File: src/rtl/demux7_buf.sv
// demux7_buf: 1-to-7 demultiplexer with a one-word buffer per channel and invalid-select drop tracking
module demux7_buf #(
    parameter int WIDTH = 32
) (
    input  logic             clk,
    input  logic             reset,
    input  logic [WIDTH-1:0] din,
    input  logic [2:0]       s,
    input  logic             in_valid,
    output logic             in_ready,
    output logic [WIDTH-1:0] dout0,
    output logic [WIDTH-1:0] dout1,
    output logic [WIDTH-1:0] dout2,
    output logic [WIDTH-1:0] dout3,
    output logic [WIDTH-1:0] dout4,
    output logic [WIDTH-1:0] dout5,
    output logic [WIDTH-1:0] dout6,
    output logic [6:0]       out_valid,
    input  logic [6:0]       out_ready,
    output logic             err,
    output logic [7:0]       drop_cnt,
    output logic             busy
);
    logic [WIDTH-1:0] data [7];
    logic [7:0]       free;
    logic [7:0]       hit;
    // select 7 is a drop sink, so it can always accept
    assign free     = {1'b1, ~out_valid | out_ready};
    assign in_ready = free[s];
    assign hit      = (in_valid & in_ready) ? (8'd1 << s) : 8'd0;
    assign busy     = |out_valid;
    assign dout0    = data[0];
    assign dout1    = data[1];
    assign dout2    = data[2];
    assign dout3    = data[3];
    assign dout4    = data[4];
    assign dout5    = data[5];
    assign dout6    = data[6];
    always_ff @(posedge clk) begin
        if (reset) begin
            for (int k = 0; k < 7; k++) data[k] <= '0;
            out_valid <= '0;
            err       <= 1'b0;
            drop_cnt  <= '0;
        end else begin
            for (int k = 0; k < 7; k++) begin
                if (hit[k]) data[k] <= din;
                out_valid[k] <= hit[k] | (out_valid[k] & ~out_ready[k]);
            end
            err      <= hit[7];
            drop_cnt <= drop_cnt + {7'd0, hit[7] && drop_cnt != 8'hFF};
        end
    end
endmodule

File: config.mk
export PLATFORM = sky130hd
export DESIGN_NAME = demux7_buf
export DESIGN_NICKNAME = d
export VERILOG_FILES = /design/src/rtl/demux7_buf.sv
export SDC_FILE = /design/constraint.sdc
export NUM_CORES = 1
export LEC_CHECK = 0
export CAP_MARGIN = 25
export CORE_MARGIN = 2
export CORE_UTILIZATION = 50
export DETAILED_ROUTE_END_ITERATION = 6
export PLACE_DENSITY = 0.9
export SETUP_SLACK_MARGIN = 0.05
export SLEW_MARGIN = 10
export SYNTH_ARGS = -nofsm -noshare
export SYNTH_HDL_FRONTEND = slang
export SYNTH_SLANG_ARGS = --single-unit
File: constraint.sdc
create_clock -name clk -period 5 [get_ports clk]
set_clock_uncertainty 0.15 [all_clocks]
set_input_delay 1 -clock clk [delete_from_list [all_inputs] [get_ports clk]]
set_output_delay 1 -clock clk [all_outputs]
set_load 0.05 [all_outputs]
==> qor.csv <==
stage,metric,value,unit
sta,Peak Freq,0.230,GHz
cts,CTS Buf Count,24,
layout,Area Overhead vs Synth,42.3,%
global_route,vias in the first global route,5940,
sta,crit share post-route,86.8,%
cts,Post-CTS Resized,0,
pwr,Max VDD drop,252,uV
pwr,Power Total,4980,uW
setup_path,Worst Path Max Fanout,12,
floorplanning,die width,137,um
logic_synthesis,"area leader, netlist",edfxtp_1,
placed_design,dpl ws,716,ps
logic_synthesis,Synth top area share,76.0,%
layout,most frequent cells in the layout,"285 x clkdlybuf4s50_1, 224 x edfxtp_1, 186 x nor2_1",
setup_path,Setup crit start kind,primary input,
sta,Fin. Hold Viols,0,
detailed_routing,Final ANT Viol Nets,0,
floorplanning,chip height,137,um
logic_synthesis,Synth Cell Area,8850,um^2
placed_design,Final HPWL DP,15.4,mm
logic_synthesis,Yosys reg bits,240,
sta,final setup TNS,0,ps
setup_path,CP Class,in2out,
detailed_routing,Vias per Instance,5.16,
logic_synthesis,yosys warns,0,
setup_path,Worst Path Buf+Inv,2,
sta,"Slew Viols, Final",0,
global_route,"Remaining Overflow, GRT",0,
layout,fin cells,1135,
logic_synthesis,largest cells by area after synthesis,"edfxtp_1 76%, nor2_1 7.9%, dfxtp_1 3.6%",
setup_path,"Req. time, crit path",3850,ps
setup_path,Worst setup EP type,output port,
detailed_routing,initial DRC count,456,
cts,Root Driver,clkbuf_16,
floorplanning,Initial Util,51.2,%
pwr,P_leak,0.00447,uW
setup_path,"most used cell, CP",clkdlybuf4s50_1,
layout,filler instances,1080,
sta,worst setup margin,661,ps
cts,clk sink count,240,
cts,clock tree buffer depth,3,
floorplanning,row cnt,48,
detailed_routing,First-pass DRT Iterations,4,
floorplanning,die footprint,18800,um^2
sta,RSZ-0062 raised after global routing,no,
setup_path,WP data arrival,3190,ps
min_path,min-delay worst type,reg2reg,
detailed_routing,final wirelength,23.6,mm
detailed_routing,vias,5854,
setup_path,crit path cell chain,clkdlybuf4s50_1 -> nor2b_4 -> a311oi_1 -> o2bb2ai_1 -> clkdlybuf4s50_1,
logic_synthesis,register area share after synthesis,79.6,%
logic_synthesis,post-synthesis cell type count,36,
global_route,largest net degree at the start of global routing,37,
status,outcome,completed,
global_route,initial antenna violation count,0,
placed_design,# placed instances,1091,
global_route,first-pass GRT wire length,34.2,mm
logic_synthesis,synthesized net count,651,
layout,layout cells sized above 1,7.03,%
cts,Setup Buffers After CTS,0,
logic_synthesis,"Avg Cell Area, Syn",14.6,um^2
cts,H-tree Lvls,1,
layout,antenna cells,0,
logic_synthesis,Syn Inst Count,604,
setup_path,slowest CP cell,clkdlybuf4s50_1,
job,MaxCap Viol Count,0,
detailed_routing,routed len/inst,20.8,um
cts,"Clk pin slew, worst setup/hold paths",60,ps
sta,Final Setup Violations,0,
pwr,power density cells,396,nW/um^2
cts,Clock Latency Late Sink,500,ps
setup_path,Top Family by Delay on Critical Path,buffers and inverters,
setup_path,Slowest Stage Delay on Critical Path,820,ps
sta,crit path time final,4340,ps
cts,Post-CTS Hold Fix Bufs,0,
sta,measured slew at the worst slew-check pin,964,ps
placed_design,Buffers on Ports,286,
detailed_routing,number of remaining DRC errors,0,
sta,Slew headroom,35.7,%
floorplanning,core area,17300,um^2
layout,Nets,939,
placed_design,GP Congestion,0.810,
cts,CTS tree,yes,
floorplanning,# IOs,287,
layout,"most common cell after layout, fill and taps aside",clkdlybuf4s50_1,
global_route,GRT Total Usage,24.7,%
## path summary, 6_finish.rpt
path	slack, ps	start	cells past startpoint	endpoint
setup / recovery	660	s[0]	5	in_ready
hold / removal	380	drop_cnt[5]$_SDFF_PP0_	2	drop_cnt[5]$_SDFF_PP0_
setup reg to reg	2640	out_valid[0]$_SDFF_PP0_	3	data[0][25]$_SDFFCE_PN0P_
hold reg to reg	380	drop_cnt[5]$_SDFF_PP0_	2	drop_cnt[5]$_SDFF_PP0_
## flip-flops by register name (all words and copies together), names as in the netlist
name / count
data: 224
drop_cnt: 8
out_valid: 7
err: 1
## Yosys cell counts
cell	instances
edfxtp_1	224
nor2_1	186
nand2b_1	44
inv_1	33
buf_2	17
dfxtp_1	16
nor2_2	13
a21oi_1	11
buf_6	5
clkbuf_1	5
nand2_1	5
nand3_1	5
o21ai_0	5
nand3_4	3
nand4_1	3
or3_1	3
ha_1	2
nand4_2	2
nor2b_1	2
nor2b_4	2
or2b_1	2
xor2_1	2
a311oi_1	1
a41o_2	1
and2b_1	1
and3b_1	1
buf_4	1
nand3b_1	1
nand4_4	1
nor3_1	1
nor3b_1	1
nor4_1	1
nor4b_1	1
o2bb2ai_1	1
or3b_2	1
xnor2_1	1
## per-layer routing
layer	up-vias	routed length [um]	GRT usage (%)
met5	-	0	0
met4	0	741	9.22
met1	2838	8770	30.0
met2	320	12000	43.3
met3	54	2120	5.22
li1	2642	-	-
## worst register-to-register path, delay by kind of cell (launching register included)
family           cells  cell delay [ps]
DFF                  1              360
and+or+nand+nor      3             1470
## power breakdown
part           internal, uW  switching (uW)  leakage, uW
Clock                   972             711     0.000356
Sequential             2330            41.9      0.00230
Combinational           263             663      0.00182
Total                  3570            1420      0.00447
## cell type report
class                           count  area, um^2  share of cell area [%]
Multi-Input combinational cell    303        1520                    12.1
Clock buffer                       36         667                    5.30
Sequential cell                   240        7050                    56.0
Tap cell                          225         282                    2.24
Timing Repair Buffer              290        2890                    22.9
Clock inverter                      8        61.3                   0.487
Inverter                           33         124                   0.984
## stage by stage
| step | hold WS (ps) | utilization, % | area [um^2] |
|---|---|---|---|
| floorplan | 575 | - | 8850 |
| global placement | 342 | 68.6 | 11900 |
| detailed placement | 363 | 68.6 | 11900 |
| CTS | 391 | 72.8 | 12600 |
| global route | 404 | 72.8 | 12600 |
| finish | 385 | 72.8 | 12600 |
## kinds of logic (layout without fill, tap and decap cells)
family | after synthesis | after routing | share of synthesized area, %
xor+xnor | 3 | 3 | 0.297
fa+ha+maj | 2 | 2 | 0.283
simple gates | 279 | 279 | 15.3
flops | 240 | 240 | 79.6
compound gates | 19 | 19 | 1.23
buf+inv | 61 | 367 | 3.29
Note: power is estimated with default switching activity, not from simulation.
